===== src/rtl/gram_spi_tx.sv =====
// gram_spi_tx: SPI mode-0 master that streams one frame from a byte memory.
// LSB-first, CS active low, gapless bytes via a one-byte prefetch.
module gram_spi_tx #(
  parameter int FRAME_BYTES = 3003,
  parameter int ADDR_W      = 12,
  parameter int CLK_DIV     = 2,
  parameter int CS_SETUP    = 2,
  parameter int CS_IDLE     = 4
) (
  input  logic              CLK,
  input  logic              RSTN,
  input  logic              START,
  output logic              BUSY,
  output logic              DONE,
  output logic              RD_EN,
  output logic [ADDR_W-1:0] RD_ADDR,
  input  logic [7:0]        RD_DATA,
  output logic              SCLK,
  output logic              MOSI,
  output logic              SCS
);

  localparam int M1   = (CLK_DIV > CS_SETUP) ? CLK_DIV : CS_SETUP;
  localparam int CMAX = (M1 > CS_IDLE) ? M1 : CS_IDLE;
  localparam int CW   = $clog2(CMAX + 1);

  localparam logic [ADDR_W-1:0] LAST_B = ADDR_W'(FRAME_BYTES - 1);
  localparam logic [CW-1:0]     DIV_M  = CW'(CLK_DIV - 1);
  localparam logic [CW-1:0]     SET_M  = CW'(CS_SETUP - 1);
  localparam logic [CW-1:0]     GAP_M  = CW'(CS_IDLE - 1);

  typedef enum logic [2:0] {
    S_IDLE,
    S_SETUP,
    S_SHIFT,
    S_LAST,
    S_GAP
  } state_t;

  state_t            state, state_d;
  logic [CW-1:0]     cnt, cnt_d;
  logic [2:0]        bit_idx, bit_d;
  logic [ADDR_W-1:0] byte_cnt, byte_d;
  logic [7:0]        sh, sh_d;
  logic [7:0]        hold, hold_d;
  logic [7:0]        src;
  logic              rd_q;
  logic              sclk_q, sclk_d;
  logic              mosi_q, mosi_d;
  logic              scs_q, scs_d;
  logic              busy_q, busy_d;
  logic              done_q, done_d;
  logic              rd_en_q, rd_en_d;
  logic [ADDR_W-1:0] rd_addr_q, rd_addr_d;

  assign BUSY    = busy_q;
  assign DONE    = done_q;
  assign RD_EN   = rd_en_q;
  assign RD_ADDR = rd_addr_q;
  assign SCLK    = sclk_q;
  assign MOSI    = mosi_q;
  assign SCS     = scs_q;

  // Memory data arrives the cycle after the strobe; CS_SETUP must be >= 2
  assign src = rd_q ? RD_DATA : sh;

  always_comb begin
    state_d   = state;
    cnt_d     = cnt;
    bit_d     = bit_idx;
    byte_d    = byte_cnt;
    sh_d      = sh;
    hold_d    = hold;
    sclk_d    = sclk_q;
    mosi_d    = mosi_q;
    scs_d     = scs_q;
    busy_d    = busy_q;
    done_d    = 1'b0;
    rd_en_d   = 1'b0;
    rd_addr_d = rd_addr_q;
    unique case (state)
      S_IDLE: begin
        if (START) begin
          state_d   = S_SETUP;
          cnt_d     = '0;
          bit_d     = '0;
          byte_d    = '0;
          scs_d     = 1'b0;
          busy_d    = 1'b1;
          rd_en_d   = 1'b1;
          rd_addr_d = '0;
        end
      end
      S_SETUP: begin
        sh_d = src;
        if (cnt == SET_M) begin
          state_d = S_SHIFT;
          cnt_d   = '0;
          mosi_d  = src[0];
          if (LAST_B != '0) begin
            rd_en_d   = 1'b1;
            rd_addr_d = ADDR_W'(1);
          end
        end else begin
          cnt_d = cnt + CW'(1);
        end
      end
      S_SHIFT: begin
        if (rd_q) hold_d = RD_DATA;
        if (cnt != DIV_M) begin
          cnt_d = cnt + CW'(1);
        end else begin
          cnt_d  = '0;
          sclk_d = ~sclk_q;
          if (sclk_q) begin
            if (bit_idx != 3'd7) begin
              bit_d  = bit_idx + 3'd1;
              sh_d   = sh >> 1;
              mosi_d = sh[1];
            end else if (byte_cnt == LAST_B) begin
              state_d = S_LAST;
            end else begin
              // Byte boundary: prefetched byte takes over, next fetch issued
              bit_d  = '0;
              byte_d = byte_cnt + ADDR_W'(1);
              sh_d   = hold;
              mosi_d = hold[0];
              if (byte_cnt + ADDR_W'(1) != LAST_B) begin
                rd_en_d   = 1'b1;
                rd_addr_d = byte_cnt + ADDR_W'(2);
              end
            end
          end
        end
      end
      S_LAST: begin
        state_d = S_GAP;
        cnt_d   = '0;
        scs_d   = 1'b1;
        mosi_d  = 1'b0;
      end
      S_GAP: begin
        if (cnt == GAP_M) begin
          state_d = S_IDLE;
          busy_d  = 1'b0;
          done_d  = 1'b1;
        end else begin
          cnt_d = cnt + CW'(1);
        end
      end
      default: state_d = S_IDLE;
    endcase
  end

  always_ff @(posedge CLK or negedge RSTN) begin
    if (!RSTN) begin
      state     <= S_IDLE;
      cnt       <= '0;
      bit_idx   <= '0;
      byte_cnt  <= '0;
      sh        <= '0;
      hold      <= '0;
      rd_q      <= 1'b0;
      sclk_q    <= 1'b0;
      mosi_q    <= 1'b0;
      scs_q     <= 1'b1;
      busy_q    <= 1'b0;
      done_q    <= 1'b0;
      rd_en_q   <= 1'b0;
      rd_addr_q <= '0;
    end else begin
      state     <= state_d;
      cnt       <= cnt_d;
      bit_idx   <= bit_d;
      byte_cnt  <= byte_d;
      sh        <= sh_d;
      hold      <= hold_d;
      rd_q      <= rd_en_q;
      sclk_q    <= sclk_d;
      mosi_q    <= mosi_d;
      scs_q     <= scs_d;
      busy_q    <= busy_d;
      done_q    <= done_d;
      rd_en_q   <= rd_en_d;
      rd_addr_q <= rd_addr_d;
    end
  end

endmodule


===== config.mk =====
export PLATFORM = sky130hd
export DESIGN_NAME = gram_spi_tx
export DESIGN_NICKNAME = d
export VERILOG_FILES = /design/src/rtl/gram_spi_tx.sv
export SDC_FILE = /design/constraint.sdc
export NUM_CORES = 1
export LEC_CHECK = 0
export BUFFER_PORTS_ARGS = -buffer_cell sky130_fd_sc_hd__clkbuf_2
export CAP_MARGIN = 20
export CORE_MARGIN = 1
export CORE_UTILIZATION = 26
export CTS_CLUSTER_SIZE = 24
export DETAILED_ROUTE_END_ITERATION = 6
export GPL_ROUTABILITY_DRIVEN = 0
export GPL_TIMING_DRIVEN = 0
export HOLD_SLACK_MARGIN = 0.08
export PLACE_DENSITY = 0.44
export SYNTH_ARGS = -nofsm -noshare
export SYNTH_HDL_FRONTEND = slang
export SYNTH_SLANG_ARGS = --single-unit

===== constraint.sdc =====
create_clock -name CLK -period 7.1 [get_ports CLK]
set_input_delay 0.355 -clock CLK [delete_from_list [all_inputs] [get_ports CLK]]
set_output_delay 0.355 -clock CLK [all_outputs]
set_load 0.01 [all_outputs]

* After elaboration in Yosys (flattened, before gate mapping)
Cells that the tools add are included.
** Operators by class
- Reductions and logical operators :: 20
- $add $sub $neg :: 4
- $lt $le $gt $ge :: 0
- $mul :: 0
- Bitwise gates (word level) :: 2
- Divide/modulo/power cells :: 0
- Equality and inequality tests :: 22
- Shift operators :: 0
- Multiplexer cells :: 58
** Operators by type and width (number)
- 12-bit 2-to-1 mux :: 11
- 3-bit 2-to-1 mux :: 15
- 8-bit 2-to-1 mux :: 5
- 12-bit case mux with 3 select lines :: 1
- 3-bit case mux with 5 select lines :: 2
- 12-bit case mux with 2 select lines :: 1
- 2-bit != test, second input constant :: 11
- 1-bit 2-to-1 mux :: 17
- 8-bit case mux with 2 select lines :: 1
- 5-bit AND reduction :: 3
- 12-bit by 1-bit adder with 12-bit output, second input constant :: 1
- 12-bit by 2-bit adder with 12-bit output, second input constant :: 1
- 12-bit == test, second input constant :: 1
- 12-bit != test, second input constant :: 1
- 3-bit by 2-bit == test with 1-bit output, second input constant :: 3
- 8-bit AND reduction :: 1
- 2-bit nonzero test :: 4
- 7-bit AND reduction :: 1
- 3-bit by 1-bit adder with 3-bit output, second input constant :: 2
- 3-bit by 1-bit == test with 1-bit output, second input constant :: 2
- 3-bit != test, second input constant :: 2
- 1-bit case mux with 3 select lines :: 2
- 3-bit case mux with 2 select lines :: 1
- 2-bit AND reduction :: 3
- other kinds (10) :: 14
** Storage, ports and cells
- Output and inout bits :: 18
- Memory bits (writable) :: 0
- Word-level logic and storage cells :: 121
- Memory bits (read-only) :: 0
- Input port bits :: 11
- Bits in latches :: 0
- Memories kept :: 0
- Register bits :: 56

* Logic depth before layout (Yosys ltp)
Gate-level depths: netlist (run 1).
- Depth after elaboration :: 8
- Depth in mapped cells :: 11
- Gate-level depth less buffers :: 8

* Worst setup path after synthesis (run 1)
Ideal clock, no wire load.
- Kind :: reg-to-reg
- Start :: register bit_idx[0]
- End :: register rd_addr_q[0] (netlist: RD_ADDR[0])
- Buffers on the path :: 1
- Stages on the path, launching flop included :: 9
- Clock period less this slack :: 2519 ps
- Setup time :: 125 ps
- Path slack :: 4581 ps
- Data arrival time :: 2394 ps
- Cells stage by stage :: dfrtp_1 ha_1 ha_1 clkdlybuf4s50_2 nand4_1 nor2_2 a32o_2 or3b_4 mux2_4
** Between the ends
- Longest elaborated chain between the ends :: 3
** Ends and longest elaborated chain
- start: declaration :: RTL line 42 : logic [2:0] bit_idx, bit_d;
- start signal: assignment :: RTL line 174 : bit_idx <= bit_d;
- 3-bit != test :: RTL line 116 : if (bit_idx != 3'd7) begin
- 2-bit != test (no source line)
- 8-bit AND reduction (no source line)
- end signal: assignment :: RTL line 185 : rd_addr_q <= rd_addr_d;
- end: declaration :: RTL line 54 : logic [ADDR_W-1:0] rd_addr_q, rd_addr_d;
No other way between the ends.
A chain may end at the register's enable or synchronous reset.

* Final worst setup path (run 1)
- Start :: register byte_cnt[1]
- End :: register rd_addr_q[0] (netlist: RD_ADDR[0])
** Between the ends
- Longest elaborated chain between the ends :: 4
- Elaborated cells on any way between the ends :: 6
- Classes of those cells :: add/sub: 1; eq/ne: 4; reduce/logical: 1
** Ends and longest elaborated chain
- start: declaration :: RTL line 43 : logic [ADDR_W-1:0] byte_cnt, byte_d;
- start signal: assignment :: RTL line 175 : byte_cnt <= byte_d;
- 12-bit by 1-bit adder with 12-bit output :: RTL line 128 : if (byte_cnt + ADDR_W'(1) != LAST_B) begin
- 12-bit != test :: RTL line 128
- 2-bit != test (no source line)
- 8-bit AND reduction (no source line) (*)
Every way passes the cells marked *; elsewhere a longest branch is shown, timed or not.

==> results of run 1 <==
cells in the final DEF, fill, tap and decap left out, drive strengths merged, types with 2 or more instances in the layout:
master,netlist,routed
dfrtp,55,55
clkbuf,20,55
nand2,48,48
nor2,32,32
a21oi,21,21
o21ai,21,21
mux2i,20,20
a31oi,13,13
mux2,11,11
xnor2,10,10
ha,9,9
buf,9,9
nand4,8,8
inv,7,7
nand3,7,7
nor2b,6,6
o31ai,6,6
o22ai,4,4
nor3,4,4
nand2b,4,4
xor2,3,3
o41ai,3,3
and3,3,3
nor3b,3,3
and2,2,2
a211oi,2,2
a21o,2,2
and4,2,2
or3,2,2
nor4,2,2
cell usage after synthesis, types with 2 or more instances:
| library cell | count | area [sq um] |
|---|---|---|
| sky130_fd_sc_hd__a211oi_1 | 2 | 15.0 |
| sky130_fd_sc_hd__a21oi_1 | 21 | 105 |
| sky130_fd_sc_hd__a31oi_1 | 12 | 75.1 |
| sky130_fd_sc_hd__and2_1 | 2 | 12.5 |
| sky130_fd_sc_hd__and3_2 | 2 | 15.0 |
| sky130_fd_sc_hd__buf_2 | 4 | 20.0 |
| sky130_fd_sc_hd__buf_4 | 2 | 15.0 |
| sky130_fd_sc_hd__buf_6 | 2 | 22.5 |
| sky130_fd_sc_hd__clkbuf_1 | 17 | 63.8 |
| sky130_fd_sc_hd__clkbuf_8 | 2 | 27.5 |
| sky130_fd_sc_hd__dfrtp_1 | 55 | 1380 |
| sky130_fd_sc_hd__ha_1 | 9 | 113 |
| sky130_fd_sc_hd__inv_1 | 7 | 26.3 |
| sky130_fd_sc_hd__mux2_2 | 10 | 113 |
| sky130_fd_sc_hd__mux2i_1 | 20 | 200 |
| sky130_fd_sc_hd__nand2_1 | 48 | 180 |
| sky130_fd_sc_hd__nand2b_1 | 4 | 25.0 |
| sky130_fd_sc_hd__nand3_1 | 7 | 35.0 |
| sky130_fd_sc_hd__nand4_1 | 8 | 50.1 |
| sky130_fd_sc_hd__nor2_1 | 31 | 116 |
| sky130_fd_sc_hd__nor2b_1 | 6 | 37.5 |
| sky130_fd_sc_hd__nor3_1 | 4 | 20.0 |
| sky130_fd_sc_hd__nor3b_1 | 2 | 15.0 |
| sky130_fd_sc_hd__o21ai_0 | 21 | 105 |
| sky130_fd_sc_hd__o22ai_1 | 4 | 25.0 |
| sky130_fd_sc_hd__o31ai_1 | 6 | 45.0 |
| sky130_fd_sc_hd__o41ai_1 | 3 | 26.3 |
| sky130_fd_sc_hd__xnor2_1 | 10 | 87.6 |
| sky130_fd_sc_hd__xor2_1 | 3 | 26.3 |
power by group:
group	internal, mW	switching (mW)
Combinational	0.149	0.212
Sequential	0.399	0.0455
Clock	0.132	0.121
Total	0.681	0.378
flip-flops by register name (all words and copies together), names as in the netlist, 3 cells and up:
signal    cells
RD_ADDR      12
bit_idx       3
byte_cnt     12
cnt           3
hold          8
sh            8
state         3
kinds of logic (layout without fill, tap and decap cells):
| group | after synthesis | count (layout) |
|---|---|---|
| mux | 31 | 31 |
| buf+inv | 37 | 73 |
| fa+ha+maj | 9 | 9 |
| compound gates | 80 | 80 |
| flops | 56 | 56 |
| simple gates | 128 | 128 |
| xor+xnor | 13 | 13 |
through the flow:
step	worst slack, ns	cells	area (sq um)	utilization, %	power [mW]
floorplan	4.58	354	3290	-	0.709
global placement	4.15	550	3640	29.9	0.809
detailed placement	4.16	550	3640	29.9	0.818
CTS	4.13	558	3780	31.1	1.08
global route	3.97	558	3780	31.1	1.15
finish	4.17	558	3780	31.1	1.06
layer usage:
metal	part of all wire [%]	GRT usage, %	vias up	routed length, um
met5	0	0	-	0
met4	1.8	5.19	0	144
met3	2.4	2.44	9	189
met2	45	21.0	28	3650
met1	50	18.1	1285	4040
li1	-	-	1319	-
cell type report:
cell class              count  area [sq um]
clock buffers               7           133
fillers                  1302          8380
well taps                 168           210
multi-input cells         261          1690
repair buffers             28           143
flip-flops and latches     56          1400
clock inverters             1          8.76
inverters                   7          26.3
plain buffers              30           169
how the worst max path moves through the flow:
stage	startpoint	endpoint	slack, ns	cells after the start
6_report	byte_cnt[1]	RD_ADDR[0]	4.17	8
4_1_cts	byte_cnt[1]	RD_ADDR[0]	4.13	8
3_3_place_gp	byte_cnt[1]	RD_ADDR[0]	4.15	8
2_1_floorplan	bit_idx[0]	RD_ADDR[0]	4.58	8
3_5_place_dp	byte_cnt[1]	RD_ADDR[0]	4.16	8
5_1_grt	byte_cnt[1]	RD_ADDR[3]	3.97	9
==> metrics.md, run 1 <==
| Metric | Value |
|---|---|
| Slew @ Worst Pin | 0.830 ns |
| Setup crit end kind | flip-flop |
| Die W | 114 um |
| Dominant combinational cell family by area after synthesis | simple AND/OR/NAND/NOR gates |
| Number of post-CTS setup repair buffers | 0 |
| Share of the synthesized area in compound gates (AO/OA/AOI/OAI) | 15.1% |
| Post-route DRC | 0 |
| Global-route wire length before repair | 13.4 mm |
| Maximum clock skew at final layout | 0.00703 ns |
| RR Endpoint | RD_ADDR[0] |
| Register clock-pin slew on the reported worst setup and hold paths | 0.07 ns |
| Cell-by-cell listing of the critical path | ha_1 -> buf_2 -> nand4_1 -> nor2_1 -> a31oi_1 -> a32o_2 -> or3b_4 -> mux2_4 |
| Share of flip-flops with an asynchronous set or reset after synthesis | 100% |
| Minimum setup slack among reg-to-reg paths | 4.17 ns |
| Post-synthesis instance area | 0.00329 sq mm |
| Number of instances resized during post-cts repair | 0 |
| Antenna Cells | 0 |
| Final critical delay including setup and external delays | 2.93 ns |
| Yosys synthesis warning count | 0 |
| Remaining antenna violation count after routing | 0 |
| Number of flops mapped to enable cells by yosys | 0 |
| CTS Buf Count | 5 |
| Leakage Power | 1.63 nW |
| Pre-antenna DRT Iters | 4 |
| Final net count | 409 |
| Startpoint type of the worst setup path | flip-flop |
| Root buffer cell | sky130_fd_sc_hd__clkbuf_16 |
| Library cells used by synthesis | 59 |
| Final hold violations | 0 |
| Mean Syn Cell Area | 9.29 sq um |
| Maximum buffer depth of the clock tree | 2 |
| Hold buffer count at cts | 0 |
| Vias in the first global route | 2602 |
| Std-Cell Core Area | 0.0122 sq mm |
| Synth Net Count | 374 |
| Level count of the clock H-tree | 2 |
| Mux share of post-synthesis cell area | 9.97% |
| Simple-gate portion of the synthesized area | 19.5% |
| Clock tree from TritonCTS | done |
| Placement Rows | 40 |
| Fin crit share | 41.3% |
| DPL Wire Length | 5.59 mm |
| Routed wire per std cell | 14.4 um |
| Initial antenna violation count | 0 |
| GRT Overall Usage | 13.3% |
| Highest attainable clock frequency | 341 MHz |
| Final slew viol count | 0 |
| Layout cells sized above 1 | 18.5% |
| Total Neg Setup Slack | 0 ns |
| Number of vias after detailed routing | 2641 |
| Max_slew headroom | 44.6% |
| Clock Sink Count | 56 |
| Worst hold slack across all endpoints | 0.179 ns |
| DIE AREA | 0.0131 sq mm |
| Sum of overflow across all layers after global routing | 0 |
| Startpoint of the most critical register-to-register path | byte_cnt[1] |
| Num ports | 29 |
| Share of the synthesized netlist area taken by xor and xnor gates | 3.46% |
| Total wire length | 8.03 mm |
| Critical path class | reg2reg |
| Count of input and output buffers | 28 |
| Depth of the most critical reg-to-reg path | 8 |
| Critical Path Slowest Stage Cell | sky130_fd_sc_hd__dfrtp_1 |
| Top cell family by delay on the critical path | simple AND/OR/NAND/NOR gates |
| RSZ-0062 raised after global routing | no |
| Max Cap Violations | 0 |
| Initial DRC Count | 161 |
| Initial standard-cell utilization of the core | 27.0% |
| Max IR drop VDD | 0.103 mV |
| Total buffers and inverters traversed by the critical path | 1 |
| Largest net degree at the start of global routing | 57 |
| Clock Latency Late Sink | 0.30 ns |
| Ys flop type | sky130_fd_sc_hd__dfrtp_1 |
| Run status | finished, final reports clean |
| Cell count after synthesis | 354 |
| Flip-flop and latch count after synthesis | 56 |
| Largest fanout of any net on the critical path | 9 |
| Vias per cell | 4.73 |
| Maximum single-stage delay on the critical path | 0.55 ns |
| Worst endpoint data arrival time | 3.12 ns |
| Data required, critical path | 7.29 ns |
| Power density of the placed cells | 280 mW/mm^2 |
| Die height | 114 um |
| Sequential element share of the synthesized area | 42.7% |
| Area growth from synthesis to layout | 15.0% |
| Worst Hold Class | in2async |
| Final setup viols | 0 |
| Arithmetic-cell share of the synthesized area counting full adders, half adders and majority gates | 3.43% |
(Power assumes the default switching activity.)
==> inputs of run 2 (changes only) <==
--- a/config.mk
+++ b/config.mk
@@ -5,6 +5,7 @@
 export SDC_FILE = /design/constraint.sdc
 export NUM_CORES = 1
 export LEC_CHECK = 0
+export ABC_AREA = 1
 export BUFFER_PORTS_ARGS = -buffer_cell sky130_fd_sc_hd__clkbuf_2
 export CAP_MARGIN = 20
 export CORE_MARGIN = 1
==> constraint.sdc (replaced) <==
create_clock -name CLK -period 2.8 [get_ports CLK]
set_input_delay 0.14 -clock CLK [delete_from_list [all_inputs] [get_ports CLK]]
set_output_delay 0.14 -clock CLK [all_outputs]
set_load 0.01 [all_outputs]
==> run 2 against run 1 <==
  * The flow now finishes with violations (DRC)
  * Fmax rose by 31%
  * Synthesized area fell by 4.9%
  * Clock skew barely moved
  * Sequential power rose by 85%
  * Synthesized cell count rose by 13%
  * Cell count rose by 4.1%
  * First-iteration DRC count rose by 47%
  * Power rose by 44%
  * Worst hold slack got worse by 0.077 ns
  * Global-route usage rose by 0.19 points
==> metrics.md, run 2 <==
| Metric | Value |
|---|---|
| Run status | finished with violations |
| Violations in the final reports | DRC |
| Leakage Power | 1.78 nW |
| Clock Latency Late Sink | 0.30 ns |
| Global-route wire length before repair | 13.6 mm |
| Sequential element share of the synthesized area | 44.9% |
| Final core utilization | 31.2% |
| Clock Sink Count | 56 |
| Count of input and output buffers | 28 |
| Vias per cell | 4.65 |
| Post-synthesis instance area | 0.00313 sq mm |
| Maximum clock skew at final layout | 0.00684 ns |
| List of most frequent post-synthesis cells | sky130_fd_sc_hd__nand2_1, sky130_fd_sc_hd__dfrtp_1, sky130_fd_sc_hd__inv_1, sky130_fd_sc_hd__o21ai_0, sky130_fd_sc_hd__nand3_1 |
| Critical path class | reg2reg |
| Vias in the first global route | 2740 |
| Most used cells in the layout excluding fill and tap cells | sky130_fd_sc_hd__nand2_1, sky130_fd_sc_hd__dfrtp_1, sky130_fd_sc_hd__inv_1 |
| Most area-consuming cells after synthesis | sky130_fd_sc_hd__dfrtp_1, sky130_fd_sc_hd__nand2_1, sky130_fd_sc_hd__o21ai_0 |
| Antenna Cells | 0 |
| Number of flops mapped to enable cells by yosys | 0 |
| Total Neg Setup Slack | 0 ns |
| Std-Cell Core Area | 0.0116 sq mm |
| Maximum single-stage delay on the critical path | 0.49 ns |
| Yosys synthesis warning count | 0 |
| Worst endpoint data arrival time | 2.47 ns |
| Routed wire per std cell | 13.6 um |
| Final slew viol count | 0 |
| Slew @ Worst Pin | 0.810 ns |
| Register clock-pin slew on the reported worst setup and hold paths | 0.08 ns |
| Final setup viols | 0 |
| Max_slew headroom | 46.0% |
| Mean Syn Cell Area | 7.80 sq um |
| Highest attainable clock frequency | 446 MHz |
| Area leader, netlist | sky130_fd_sc_hd__dfrtp_1 |
| DPL Wire Length | 5.84 mm |
| Most used standard cell by instance count after synthesis | sky130_fd_sc_hd__nand2_1 |
| Die height | 112 um |
| GRT Overall Usage | 13.5% |
| Commonest non-fill, non-tap cell in the layout | sky130_fd_sc_hd__nand2_1 |
| Final net count | 457 |
| Synth Net Count | 421 |
| Power density of the placed cells | 424 mW/mm^2 |
| RSZ-0062 raised after global routing | no |
| Final critical delay including setup and external delays | 2.24 ns |
| CTS Buf Count | 5 |
| DIE AREA | 0.0125 sq mm |
| Startpoint type of the worst setup path | flip-flop |
| Fin crit share | 80.1% |
| Setup crit end kind | flip-flop |
| Max Cap Violations | 0 |
| Share of flip-flops with an asynchronous set or reset after synthesis | 100% |
| Final hold violations | 0 |
| Clock tree from TritonCTS | done |
| Ys flop type | sky130_fd_sc_hd__dfrtp_1 |
| Placement Rows | 39 |
| Die W | 112 um |
| Data required, critical path | 3.03 ns |
| Remaining antenna violation count after routing | 0 |
| Library cells used by synthesis | 35 |
| Cell count after synthesis | 401 |
| Largest fanout of any net on the critical path | 10 |
| Post-route DRC | 6 |
| Initial DRC Count | 237 |
| Num ports | 29 |
| Number of vias after detailed routing | 2700 |
| # fillers | 1231 |
| Maximum buffer depth of the clock tree | 2 |
| Total wire length | 7.88 mm |
| Area share of the largest cell type after synthesis | 44.0% |
| Critical Path Slowest Stage Cell | sky130_fd_sc_hd__dfrtp_1 |
| Initial antenna violation count | 0 |
| Max IR drop VDD | 0.217 mV |
| Flip-flop and latch count after synthesis | 56 |
| Level count of the clock H-tree | 2 |
| Pre-antenna DRT Iters | 6 |
| Number of instances resized during post-cts repair | 0 |
| Worst Hold Class | in2reg |
| Largest net degree at the start of global routing | 57 |
| Root buffer cell | sky130_fd_sc_hd__clkbuf_16 |
| Initial standard-cell utilization of the core | 27.0% |
| Sum of overflow across all layers after global routing | 0 |
| Layout cells sized above 1 | 14.6% |
| Cell-by-cell listing of the critical path | ha_1 -> nand2_1 -> inv_1 -> nand3_1 -> nand2_1 -> nand3_1 -> nor2_2 -> nand3_2 -> nand2_2 -> buf_6 -> nand3_1 -> nand2_1 |
| Area growth from synthesis to layout | 15.4% |
[run 2: cell families after synthesis]
family	synth area share, %
multiplexers	0.360
AND/OR/NAND/NOR	29.0
XOR/XNOR	2.24
AO/OA/AOI/OAI	11.2
adder cells (fa/ha/maj)	3.60
buffers and inverters	8.68
flip-flops	44.9
[run 2: critical path, delay by kind of cell (launching register included)]
family / cells / cell delay (ns)
buffers and inverters: 2 / 0.33
DFF: 1 / 0.49
adders and majority gates: 1 / 0.33
and+or+nand+nor: 9 / 1.03
[run 2: cell type report]
cell class | instances | area (sq um) | share of cell area (%)
plain buffers | 13 | 83.8 | 2.32
clock buffers | 7 | 143 | 3.95
clock inverters | 1 | 7.51 | 0.208
inverters | 50 | 188 | 5.20
multi-input cells | 282 | 1450 | 40.3
flip-flops and latches | 56 | 1400 | 38.9
well taps | 143 | 179 | 4.96
repair buffers | 29 | 153 | 4.23
[run 2: final timing paths]
check / startpoint / endpoint / slack (ns) / cells past startpoint
worst min-delay path: RD_DATA[7] / hold[7] / 0.10 / 3
worst max register to register: byte_cnt[2] / RD_ADDR[7] / 0.56 / 12
min in group asynchronous: RSTN / hold[7] / 0.48 / 2
worst min register to register: RD_EN / rd_q / 0.38 / 0
worst max-delay path: byte_cnt[2] / RD_ADDR[7] / 0.56 / 12
max in group asynchronous: RSTN / RD_ADDR[9] / 1.77 / 2
[run 2: per-stage QoR]
| stage | power [mW] | setup slack [ns] | cells | area [sq um] | hold WS (ns) |
|---|---|---|---|---|---|
| 6_report | 1.53 | 0.558 | 581 | 3610 | 0.103 |
| 5_1_grt | 1.58 | 0.325 | 581 | 3610 | 0.124 |
| 2_1_floorplan | 0.852 | 1.03 | 401 | 3130 | -0.156 |
| 3_5_place_dp | 0.881 | 0.569 | 572 | 3450 | 0.311 |
| 3_3_place_gp | 0.880 | 0.514 | 572 | 3450 | 0.367 |
| 4_1_cts | 1.55 | 0.542 | 581 | 3610 | 0.0984 |
[run 2: where the power goes]
group | switching [mW] | internal [mW] | total [mW]
Sequential | 0.00494 | 0.818 | 0.823
Clock | 0.306 | 0.358 | 0.664
Combinational | 0.0278 | 0.0136 | 0.0414
Total | 0.339 | 1.19 | 1.53
[run 2: per-layer routing]
metal / routed length [um] / global-route usage [%] / share of wire (%) / vias to the layer above
met1: 3790 / 17.1 / 48 / 1286
met4: 61 / 2.97 / 0.77 / 0
met5: 0 / 0 / 0 / -
met3: 179 / 2.29 / 2.3 / 5
li1: - / - / - / 1381
met2: 3840 / 24.0 / 49 / 28
[run 2: timing repair]
item                                   CTS  global route
hold buffers                             1             0
setup buffers                            0             0
setup endpoints to repair                0             0
endpoints found under the hold margin   55             0
